<file path="config.mk">
export PLATFORM = sky130hd
export DESIGN_NAME = at_response_parser
export DESIGN_NICKNAME = d
export VERILOG_FILES = /design/src/rtl/at_response_parser_pkg.sv /design/src/rtl/at_idle_timer.sv /design/src/rtl/at_response_parser.sv
export SDC_FILE = /design/constraint.sdc
export NUM_CORES = 1
export LEC_CHECK = 0
export ABC_CLOCK_PERIOD_IN_PS = 2700
export BUFFER_PORTS_ARGS = -buffer_cell sky130_fd_sc_hd__buf_2
export CORE_MARGIN = 2
export CORE_UTILIZATION = 35
export DETAILED_ROUTE_END_ITERATION = 12
export GPL_ROUTABILITY_DRIVEN = 0
export HOLD_SLACK_MARGIN = 0.1
export RECOVER_POWER = 100
export SETUP_SLACK_MARGIN = 0.5
export SYNTH_ARGS = -nofsm -noshare
export SYNTH_HDL_FRONTEND = slang
export SYNTH_SLANG_ARGS = --single-unit
</file>
<file path="constraint.sdc">
create_clock -name clock -period 2.7 [get_ports clock]
set_clock_uncertainty 0.2 [all_clocks]
set_input_delay 0 -clock clock [delete_from_list [all_inputs] [get_ports clock]]
set_output_delay 0 -clock clock [all_outputs]
set_load 0.02 [all_outputs]
</file>
<file path="src/rtl/at_response_parser_pkg.sv">
// Shared definitions for the AT response parser.
//   state_t    : parser FSM state encoding
//   ASCII_*    : byte constants used for line splitting and classification
//   is_error_prefix : true when the captured first five bytes spell "ERROR"
package at_response_parser_pkg;

  typedef enum logic [2:0] {
    IDLE      = 3'd0,
    RECEIVE   = 3'd1,
    GOT_CR    = 3'd2,
    LINE_DONE = 3'd3,
    TIMEOUT   = 3'd4
  } state_t;

  localparam logic [7:0] ASCII_CR = 8'h0D;
  localparam logic [7:0] ASCII_LF = 8'h0A;
  localparam logic [7:0] ASCII_O  = 8'h4F;
  localparam logic [7:0] ASCII_K  = 8'h4B;
  localparam logic [7:0] ASCII_E  = 8'h45;
  localparam logic [7:0] ASCII_R  = 8'h52;

  // match[0] holds the first byte of the line
  function automatic logic is_error_prefix(input logic [4:0][7:0] match);
    return (match[0] == ASCII_E) && (match[1] == ASCII_R) && (match[2] == ASCII_R) &&
           (match[3] == ASCII_O) && (match[4] == ASCII_R);
  endfunction

endpackage

</file>
<file path="src/rtl/at_idle_timer.sv">
// Inter-byte idle timer: clearable, enabled up-counter with a terminal-count flag.
// Ports:
//   clock, reset : system clock, asynchronous active-high reset
//   clear        : restart counting from zero (a byte arrived / parser restarted)
//   enable       : count while the parser is waiting for line content
//   expired      : count has reached TIMEOUT_CYCLES-1 while enabled
module at_idle_timer #(
  parameter int TMR_W          = 17,
  parameter int TIMEOUT_CYCLES = 100000
) (
  input  logic clock,
  input  logic reset,
  input  logic clear,
  input  logic enable,
  output logic expired
);

  localparam logic [TMR_W-1:0] LAST = TMR_W'(TIMEOUT_CYCLES - 1);

  logic [TMR_W-1:0] count;

  always_ff @(posedge clock or posedge reset) begin
    if (reset) begin
      count <= '0;
    end else if (clear || !enable) begin
      count <= '0;
    end else if (count != LAST) begin
      count <= count + TMR_W'(1);
    end
  end

  assign expired = enable && (count == LAST);

endmodule

</file>
<file path="src/rtl/at_response_parser.sv">
// HC-05 AT response parser between the UART receiver and the receive FIFO.
// Forwards received bytes to the FIFO, splits the stream into CR LF lines,
// classifies each line as OK / ERROR / other and times out on a silent link.
//
// Optional build macro: AT_PARSER_STRIP_CRLF_EN
//   defined   : CR and LF bytes are not written to the FIFO
//   undefined : every accepted byte is written to the FIFO
//
// Ports:
//   clock, reset          : system clock, asynchronous active-high reset
//   start                 : clear status and (re)start listening from any state
//   rx_data/rx_data_valid : byte stream from the UART receiver
//   fifo_data/fifo_wr_en  : registered copy of accepted bytes to the RFIFO
//   line_done/line_ack    : completed-line handshake with the connection FSM
//   line_len              : saturated length of the completed line
//   result_ok/result_error: classification of the completed line
//   response_done         : sticky, an OK or ERROR line was acknowledged
//   overrun               : sticky, a byte arrived while line_done was pending
//   timeout               : sticky, no byte within the idle window
//   busy                  : parser is not idle
//
// state     | meaning
// IDLE      | waiting for start, bytes dropped
// RECEIVE   | collecting line content
// GOT_CR    | CR seen, expecting LF
// LINE_DONE | line presented, waiting for line_ack
// TIMEOUT   | idle window expired, only start/reset leaves
module at_response_parser
  import at_response_parser_pkg::*;
#(
  parameter int MAX_LINE       = 32,
  parameter int LEN_W          = 6,
  parameter int TIMEOUT_CYCLES = 100000,
  parameter int TMR_W          = 17
) (
  input  logic             clock,
  input  logic             reset,
  input  logic             start,
  input  logic [7:0]       rx_data,
  input  logic             rx_data_valid,
  output logic [7:0]       fifo_data,
  output logic             fifo_wr_en,
  output logic             line_done,
  input  logic             line_ack,
  output logic [LEN_W-1:0] line_len,
  output logic             result_ok,
  output logic             result_error,
  output logic             response_done,
  output logic             overrun,
  output logic             timeout,
  output logic             busy
);

  localparam logic [LEN_W-1:0] LEN_MAX  = LEN_W'(MAX_LINE);
  localparam logic [LEN_W-1:0] LEN_TWO  = LEN_W'(2);
  localparam logic [LEN_W-1:0] LEN_FIVE = LEN_W'(5);

  state_t           state;
  logic [LEN_W-1:0] len;
  logic [4:0][7:0]  match;
  logic             receiving;
  logic             byte_in;
  logic             is_cr;
  logic             is_lf;
  logic             forward;
  logic             tmr_expired;

  assign receiving = (state == RECEIVE) || (state == GOT_CR);
  // start takes priority, so a byte coinciding with it is never accepted
  assign byte_in   = rx_data_valid && receiving && !start;
  assign is_cr     = (rx_data == ASCII_CR);
  assign is_lf     = (rx_data == ASCII_LF);

`ifdef AT_PARSER_STRIP_CRLF_EN
  assign forward = byte_in && !is_cr && !is_lf;
`else
  assign forward = byte_in;
`endif

  at_idle_timer #(
    .TMR_W         (TMR_W),
    .TIMEOUT_CYCLES(TIMEOUT_CYCLES)
  ) u_idle_timer (
    .clock  (clock),
    .reset  (reset),
    .clear  (start || byte_in),
    .enable (receiving),
    .expired(tmr_expired)
  );

  always_ff @(posedge clock or posedge reset) begin
    if (reset) begin
      state         <= IDLE;
      len           <= '0;
      match         <= '0;
      fifo_data     <= '0;
      fifo_wr_en    <= 1'b0;
      line_done     <= 1'b0;
      line_len      <= '0;
      result_ok     <= 1'b0;
      result_error  <= 1'b0;
      response_done <= 1'b0;
      overrun       <= 1'b0;
      timeout       <= 1'b0;
      busy          <= 1'b0;
    end else begin
      fifo_wr_en <= forward;
      if (forward) fifo_data <= rx_data;

      if (start) begin
        state         <= RECEIVE;
        busy          <= 1'b1;
        len           <= '0;
        match         <= '0;
        line_done     <= 1'b0;
        line_len      <= '0;
        result_ok     <= 1'b0;
        result_error  <= 1'b0;
        response_done <= 1'b0;
        overrun       <= 1'b0;
        timeout       <= 1'b0;
      end else begin
        case (state)
          IDLE: ;

          RECEIVE, GOT_CR: begin
            if (rx_data_valid) begin
              if (is_cr) begin
                // a repeated CR is absorbed here and never counted
                state <= GOT_CR;
              end else if (is_lf && (state == GOT_CR)) begin
                if (len != '0) begin
                  state        <= LINE_DONE;
                  line_done    <= 1'b1;
                  line_len     <= len;
                  result_ok    <= (len == LEN_TWO) && (match[0] == ASCII_O) &&
                                  (match[1] == ASCII_K);
                  result_error <= (len >= LEN_FIVE) && is_error_prefix(match);
                end else begin
                  state <= RECEIVE;  // blank separator line
                end
              end else begin
                // content byte, including one that follows a lone CR
                state <= RECEIVE;
                if (len < LEN_MAX) len <= len + LEN_W'(1);
                if (len < LEN_FIVE) match[len[2:0]] <= rx_data;
              end
            end else if (tmr_expired) begin
              state   <= TIMEOUT;
              timeout <= 1'b1;
            end
          end

          LINE_DONE: begin
            if (rx_data_valid) overrun <= 1'b1;
            if (line_ack) begin
              line_done <= 1'b0;
              if (result_ok || result_error) begin
                response_done <= 1'b1;
                state         <= IDLE;
                busy          <= 1'b0;
              end else begin
                len   <= '0;
                match <= '0;
                state <= RECEIVE;
              end
            end
          end

          TIMEOUT: ;

          default: begin
            state <= IDLE;
            busy  <= 1'b0;
          end
        endcase
      end
    end
  end

endmodule

</file>
==> results of run 1 <==
-- synthesized netlist by cell type, types with 2 or more instances --
master                      n  area, um2
sky130_fd_sc_hd__nor4b_1    9      78.83
sky130_fd_sc_hd__inv_1      7      26.28
sky130_fd_sc_hd__nor3_4     3      48.80
sky130_fd_sc_hd__and4b_1    3      30.03
sky130_fd_sc_hd__a211oi_1   3      22.52
sky130_fd_sc_hd__nand3_1   17      85.08
sky130_fd_sc_hd__nand3b_1   3      22.52
sky130_fd_sc_hd__nor2b_1    2      12.51
sky130_fd_sc_hd__and3_1     3      18.77
sky130_fd_sc_hd__nor4_1     4      25.02
sky130_fd_sc_hd__o21ai_0   13      65.06
sky130_fd_sc_hd__a22o_1    18      157.7
sky130_fd_sc_hd__xnor2_1    8      70.07
sky130_fd_sc_hd__nand2b_1   4      25.02
sky130_fd_sc_hd__nand2_1   17      63.81
sky130_fd_sc_hd__mux2_2     9      101.4
sky130_fd_sc_hd__and4_1     4      35.03
sky130_fd_sc_hd__or3_1      6      37.54
sky130_fd_sc_hd__nor3_1     6      30.03
sky130_fd_sc_hd__buf_2      5      25.02
sky130_fd_sc_hd__a31oi_1    2      12.51
sky130_fd_sc_hd__a21o_1     2      15.01
sky130_fd_sc_hd__o31ai_1    2      15.01
sky130_fd_sc_hd__xor2_1     5      43.79
sky130_fd_sc_hd__nor4_4     2      42.54
sky130_fd_sc_hd__a32o_1    24      240.2
sky130_fd_sc_hd__and2_1     2      12.51
sky130_fd_sc_hd__o41ai_1    4      35.03
sky130_fd_sc_hd__clkbuf_1   8      30.03
sky130_fd_sc_hd__nand4_1    7      43.79
sky130_fd_sc_hd__nor3b_1    2      15.01
sky130_fd_sc_hd__a21oi_1   11      55.05
sky130_fd_sc_hd__ha_1       6      75.07
sky130_fd_sc_hd__dfrtp_1   88       2202
sky130_fd_sc_hd__buf_6      2      22.52
sky130_fd_sc_hd__and3b_1    2      17.52
sky130_fd_sc_hd__nor4bb_1   4      40.04
sky130_fd_sc_hd__mux2i_1    5      50.05
sky130_fd_sc_hd__nor2_1    35      131.4
-- cells by family (layout without fill, tap and decap cells) --
| group | Yosys count | count (layout) | synth area share, % |
|---|---|---|---|
| AOI/OAI and AO/OA | 89 | 89 | 16.91 |
| xor gates and xnor gates | 15 | 15 | 3.685 |
| adders and majority gates | 6 | 6 | 1.755 |
| buffers and inverters | 25 | 101 | 2.808 |
| DFF | 88 | 88 | 51.48 |
| muxes | 14 | 14 | 3.539 |
| and+or+nand+nor | 139 | 140 | 19.83 |
-- timing repair --
action	4_1_cts	5_1_grt
setup endpoints to repair	58	55
resized for setup	16	26
hold endpoints to repair	165	0
hold buffers	13	0
pin swaps	7	6
cloned	1	1
buffers inserted	12	4
-- area by class of cell --
cell class,count,area [um2]
Sequential cell,88,2206
Clock buffer,11,232.7
Fill cell,1098,6630
Multi-Input combinational cell,264,2088
Tap cell,147,183.9
Clock inverter,5,56.30
Timing Repair Buffer,78,534.3
Inverter,7,30.03
-- power by group --
part | switching (mW) | internal, mW | total, mW
Sequential | 0.145 | 1.51 | 1.66
Clock | 0.517 | 0.717 | 1.23
Combinational | 0.526 | 0.423 | 0.949
-- critical path: cells and delay by family (launching register included) --
family	cells	cell delay, ns
compound gates	3	0.66
buf+inv	2	0.47
flops	1	0.54
simple gates	2	0.36
-- state kept, by name (all words and copies together) (netlist names), 3 cells and up --
name                flops
match                  40
u_idle_timer.count     17
fifo_data               8
len                     6
line_len                6
state                   3
-- cells in the final DEF (no fill, tap or decap), drive strengths merged, types with 9 or more instances in the layout --
master	Yosys	routed
dfrtp	88	88
o21ai	13	13
dlygate4sd3	0	13
mux2	9	9
a22o	18	18
nor3	10	10
nor4b	9	9
xnor2	9	9
nand3	17	17
a32o	24	24
nand2	17	17
buf	9	34
a21oi	11	11
nor2	35	36
clkbuf	9	41
-- metrics by stage --
step	hold slack [ns]	area [um2]	util, %
2_1_floorplan	-0.06727	4292	-
3_3_place_gp	-0.03391	4666	39.01
3_5_place_dp	-0.02741	4666	39.01
4_1_cts	0.1080	5268	44.04
5_1_grt	0.1768	5331	44.57
6_report	0.1392	5331	44.57
-- metal layers --
| layer | share of wire [%] | up-vias |
|---|---|---|
| met5 | 0 | - |
| met3 | 5.6 | 24 |
| met1 | 43 | 1687 |
| li1 | - | 1585 |
| met4 | 2.7 | 0 |
| met2 | 49 | 81 |
-- worst max-delay path by stage --
stage               cells past startpoint                endpoint             startpoint  slack (ns)
floorplan                               6  u_idle_timer.count[15]  u_idle_timer.count[0]        0.53
global placement                        6               match[32]               state[1]        0.28
detailed placement                      4               match[22]               state[1]        0.19
CTS                                     5                  len[5]               state[1]        0.47
global route                            6                  len[2]               state[0]        0.25
finish                                  7                match[7]               state[0]        0.34
==> results.py, run 1 <==
metrics = {
    "status": {
        "status": "finished clean",
    },
    "timing": {
        "fin_tns_setup_ns": 0,
        "final.setup.worst_slack_ns": 0.3351,
        "rsz_0062_raised_after_global_routing": "true",
        "fin_crit_ns": 2.365,
        "tightest_slew_ns": 1.203,
        "timing_max_transition_violations_final": 0,
        "final-hold-violation-count": 0,
        "final_min_period_over_clock_period_pct": 87.59,
        "setup_viol": 0,
        "fmaxAchievable_ghz": 0.4228,
        "max_slew_margin_pct": 19.77,
    },
    "clocking": {
        "cts-htree-levels": 3,
        "number_of_buffers_added_by_the_clock_tree_synthesis_step": 9,
        "clock_sink_count": 88,
        "clk_pin_slew_worst_paths_ns": 0.06,
        "clock_tree.buffer_depth": 2,
        "clock_tree_from_tritoncts": "yes",
        "clkLatencyLatePin_ns": 0.35,
        "cts.root.buffer_cell": "sky130_fd_sc_hd__clkbuf_16",
    },
    "global_routing": {
        "gr-usage-met1_pct": 22.77,
        "grt.overflow.total": 0,
        "grt.busiest_layer": "met2",
        "use_met2_pct": 28.13,
        "pin_count_of_the_biggest_net_entering_global_routing": 89,
        "number_of_global_route_vias_before_repair": 3305,
        "grt_util_all_layers_pct": 17.52,
        "antenna_found_initial": 0,
        "global_route_wire_length_before_repair_um": 17650,
        "grt_use_met3_pct": 4.023,
    },
    "drt": {
        "number_of_nets_with_antenna_violations_after_routing": 0,
        "wirelength_um": 11130,
        "initialDrtViolationCount": 209,
        "average_wire_per_cell_in_the_routed_design_um": 18.56,
        "num_vias": 3377,
        "drt-vias-per-instance": 5.628,
        "post-route-drc-count": 0,
        "drt_pre_antenna_iters": 7,
    },
    "die": {
        "io_pins": 35,
        "die_h_um": 114.6,
        "die_w_um": 114.6,
        "die-area_um2": 13120,
        "floorplan.initialDensity_pct": 35.76,
        "std_cell_rows": 40,
        "placeableCoreArea_um2": 11960,
    },
    "logic_synthesis": {
        "number_of_synthesized_flops_with_an_enable_pin": 0,
        "synth.ff_latch_count": 88,
        "syn-cell-area_um2": 4278,
        "seq_area_frac_synth_pct": 51.48,
        "synth-warning-count": 0,
        "async_flop_share_pct": 100.0,
        "synth_area_per_cell_um2": 11.38,
        "ys_types": 58,
        "dominantRegCellSynth": "sky130_fd_sc_hd__dfrtp_1",
        "postSynthCellCount": 376,
        "postSynthNetCount": 395,
    },
    "power_and_ir_drop": {
        "cellLeakagePower_nw": 2.233,
        "vdd_drop_max_mv": 0.3017,
        "fin_total_pwr_mw": 3.840,
        "p_per_area_nw_per_um2": 720.3,
    },
    "placement": {
        "io_buffer_count": 34,
        "dp_hpwl_um": 6728,
        "numPlacedInstances": 553,
        "detailedPlace.worstSlack_ns": 0.1861,
    },
    "critical_path": {
        "worst-r2r-setup-slack_ns": 0.34,
        "cp_data_required_time_ns": 2.73,
        "worst-path-max-fanout": 8,
        "critPathSlowestCell": "sky130_fd_sc_hd__dfrtp_1",
        "ff_to_ff_start": "state[0]",
        "worst-setup-path-type": "flip-flop to flip-flop",
        "critPathCaptureType": "flip-flop",
        "capture_point_of_the_worst_reg_to_reg_path": "match[7]",
        "cp-start-kind": "flip-flop",
        "crit_arrival_ns": 2.40,
        "critical-path-max-stage-delay_ns": 0.54,
        "worst_r2r_path_depth": 7,
        "ordered_list_of_cells_on_the_worst_path": "and4b_1 > a211oi_2 > a21o_1 > clkbuf_2 > nor3_4 > buf_12 > a32o_1",
    },
    "hold_path": {
        "min_delay_path_depth": 5,
        "min_delay_path_class": "primary input to flip-flop",
        "min_to": "state[1]",
        "launch_instance_of_the_worst_min_delay_path": "rx_data[4]",
    },
    "finish": {
        "final_net_count": 467,
        "areaGrowthSynthToFinish_pct": 24.63,
        "antennaDiodeCount": 0,
        "final-instance-count-excl-fill": 600,
        "ratio_of_cells_with_drive_above_1_in_the_final_layout_pct": 22.08,
    },
    "job": {
        "drv_cap": 0,
    },
}
No activity file was read; power rests on OpenSTA's default activity.
==> run 2, diff against run 1 <==
Settings changed: CORE_ASPECT_RATIO set to 1.2.
==> results.py, run 2 (synthesis results as in run 1) <==
metrics = {
    "timing": {
        "fmaxAchievable_ghz": 0.4171,
        "tightest_slew_ns": 1.852,
        "rsz_0062_raised_after_global_routing": "true",
        "timing_max_transition_violations_final": 40,
        "max_slew_margin_pct": -24.17,
        "final-hold-violation-count": 0,
        "final_min_period_over_clock_period_pct": 88.79,
        "setup_viol": 0,
        "fin_tns_setup_ns": 0,
        "fin_crit_ns": 2.397,
    },
    "drt": {
        "initialDrtViolationCount": 215,
        "drt_pre_antenna_iters": 4,
        "num_vias": 3443,
        "wirelength_um": 11300,
        "average_wire_per_cell_in_the_routed_design_um": 18.50,
        "number_of_nets_with_antenna_violations_after_routing": 0,
        "post-route-drc-count": 0,
        "drt-vias-per-instance": 5.635,
    },
    "die": {
        "io_pins": 35,
        "die_w_um": 104.9,
        "die_h_um": 125.1,
        "floorplan.initialDensity_pct": 35.64,
        "placeableCoreArea_um2": 12000,
        "std_cell_rows": 44,
        "die-area_um2": 13130,
    },
    "critical_path": {
        "critPathCaptureType": "flip-flop",
        "worst-r2r-setup-slack_ns": 0.30,
        "critical-path-max-stage-delay_ns": 0.56,
        "ordered_list_of_cells_on_the_worst_path": "clkbuf_4 > and4b_1 > a211oi_1 > a21o_1 > or3_1 > o41ai_1",
        "cp-start-kind": "flip-flop",
        "worst-setup-path-type": "flip-flop to flip-flop",
        "critical_path.endpoint": "len[4]",
        "worstPathBufferInverterCount": 1,
        "crit_start": "state[1]",
        "critPathSlowestCell": "sky130_fd_sc_hd__dfrtp_1",
        "crit_cells": 6,
        "critPathTopFamily": "compound AO/OA/AOI/OAI gates",
        "ff_to_ff_start": "state[1]",
        "worst_r2r_path_depth": 6,
        "capture_point_of_the_worst_reg_to_reg_path": "len[4]",
        "crit_arrival_ns": 2.42,
        "cp_data_required_time_ns": 2.72,
        "worst-path-max-fanout": 7,
    },
    "power_and_ir_drop": {
        "p_per_area_nw_per_um2": 722.2,
        "vdd_drop_max_mv": 0.3564,
        "cellLeakagePower_nw": 2.207,
    },
    "clocking": {
        "number_of_buffers_added_by_the_clock_tree_synthesis_step": 9,
        "clkLatencyLatePin_ns": 0.35,
        "clock_tree.buffer_depth": 2,
        "clock_tree_from_tritoncts": "yes",
        "cts-htree-levels": 3,
        "cts.root.buffer_cell": "sky130_fd_sc_hd__clkbuf_16",
        "clock_sink_count": 88,
        "clk_pin_slew_worst_paths_ns": 0.07,
    },
    "finish": {
        "final_net_count": 464,
        "most-common-layout-cells": "sky130_fd_sc_hd__dfrtp_1 (85), sky130_fd_sc_hd__nor2_1 (34), sky130_fd_sc_hd__clkbuf_1 (28)",
        "ratio_of_cells_with_drive_above_1_in_the_final_layout_pct": 19.33,
        "areaGrowthSynthToFinish_pct": 22.46,
        "antennaDiodeCount": 0,
        "mostFrequentLayoutCell": "sky130_fd_sc_hd__dfrtp_1",
        "register_with_the_highest_flop_count": "match",
        "postLayoutCoreUtil_pct": 43.65,
        "final.fill_count": 1200,
        "regs_by_ff_count": "match: 40 flops, u_idle_timer.count: 17 flops, fifo_data: 8 flops",
        "largest_register_ffs": 40,
    },
    "status": {
        "status": "complete, but fails checks",
        "violations": "max-capacitance violations, max-slew violations",
    },
    "global_routing": {
        "pin_count_of_the_biggest_net_entering_global_routing": 41,
        "antenna_found_initial": 0,
        "global_route_wire_length_before_repair_um": 18390,
        "grt_util_all_layers_pct": 17.75,
        "grt.overflow.total": 0,
        "number_of_global_route_vias_before_repair": 3554,
    },
    "placement": {
        "dp_hpwl_um": 7149,
        "io_buffer_count": 34,
    },
    "job": {
        "drv_cap": 1,
    },
    "hold_path": {
        "min_delay_path_class": "primary input to flip-flop",
    },
}
## run 2: what timing repair did
item,CTS,global route
gates resized for setup,18,15
gates cloned,0,1
endpoints found under the hold margin,113,6
buffers inserted,13,3
pin swaps,7,8
hold buffers,12,1
endpoints found under the setup margin,55,48
## run 2: stage by stage
stage / worst slack [ns] / cells / instance area (um2) / hold slack (ns) / total power, mW
6_report: 0.3027 / 611 / 5239 / 0.1696 / 3.783
5_1_grt: 0.2292 / 611 / 5239 / 0.2589 / 3.977
4_1_cts: 0.4589 / 606 / 5255 / -0.1499 / 3.796
3_5_place_dp: 0.2031 / 565 / 4668 / 0.04057 / 2.462
3_3_place_gp: 0.2368 / 565 / 4668 / 0.03335 / 2.441
2_1_floorplan: 0.5266 / 376 / 4292 / -0.06727 / 2.216
## run 2: worst min path at each step
stage | endpoint | slack (ns) | cells past startpoint | startpoint
6_report | state[1] | 0.17 | 5 | rx_data[4]
5_1_grt | state[1] | 0.26 | 5 | rx_data[6]
4_1_cts | match[34] | -0.15 | 2 | rx_data[2]
3_5_place_dp | line_len[3] | 0.04 | 2 | reset
3_3_place_gp | line_len[3] | 0.03 | 2 | reset
2_1_floorplan | match[24] | -0.07 | 1 | rx_data[0]
## run 2: power breakdown
part / total, mW / internal, mW / leakage, nW / switching, mW
combinational: 0.903 / 0.373 / 0.880 / 0.530
sequential: 1.65 / 1.51 / 1.18 / 0.134
clock: 1.23 / 0.651 / 0.142 / 0.582
## run 2: cell type report
| class | count | area (um2) | share of cell area [%] |
|---|---|---|---|
| Tap cell | 161 | 201.4 | 3.845 |
| Timing Repair Buffer | 75 | 475.5 | 9.076 |
| Clock buffer | 9 | 225.2 | 4.299 |
| Clock inverter | 7 | 70.07 | 1.337 |
| Inverter | 7 | 27.53 | 0.5254 |
| Multi-Input combinational cell | 264 | 2033 | 38.81 |
| Sequential cell | 88 | 2206 | 42.11 |
## run 2: tightest hold or removal path, stage by stage
cell and delay (ns):
sky130_fd_sc_hd__buf_2 0.12, sky130_fd_sc_hd__nor4b_1 0.07, sky130_fd_sc_hd__and2_1 0.24, sky130_fd_sc_hd__nor2_1 0.15
sky130_fd_sc_hd__o21ai_0 0.08
## run 2: per-layer routing
| layer | track usage [%] | vias to the layer above | share of wire, % |
|---|---|---|---|
| li1 | - | 1579 | - |
| met1 | 21.60 | 1748 | 42 |
| met2 | 30.90 | 92 | 51 |
| met3 | 3.650 | 24 | 4.5 |
| met4 | 6.588 | 0 | 2.8 |
| met5 | 0 | - | 0 |
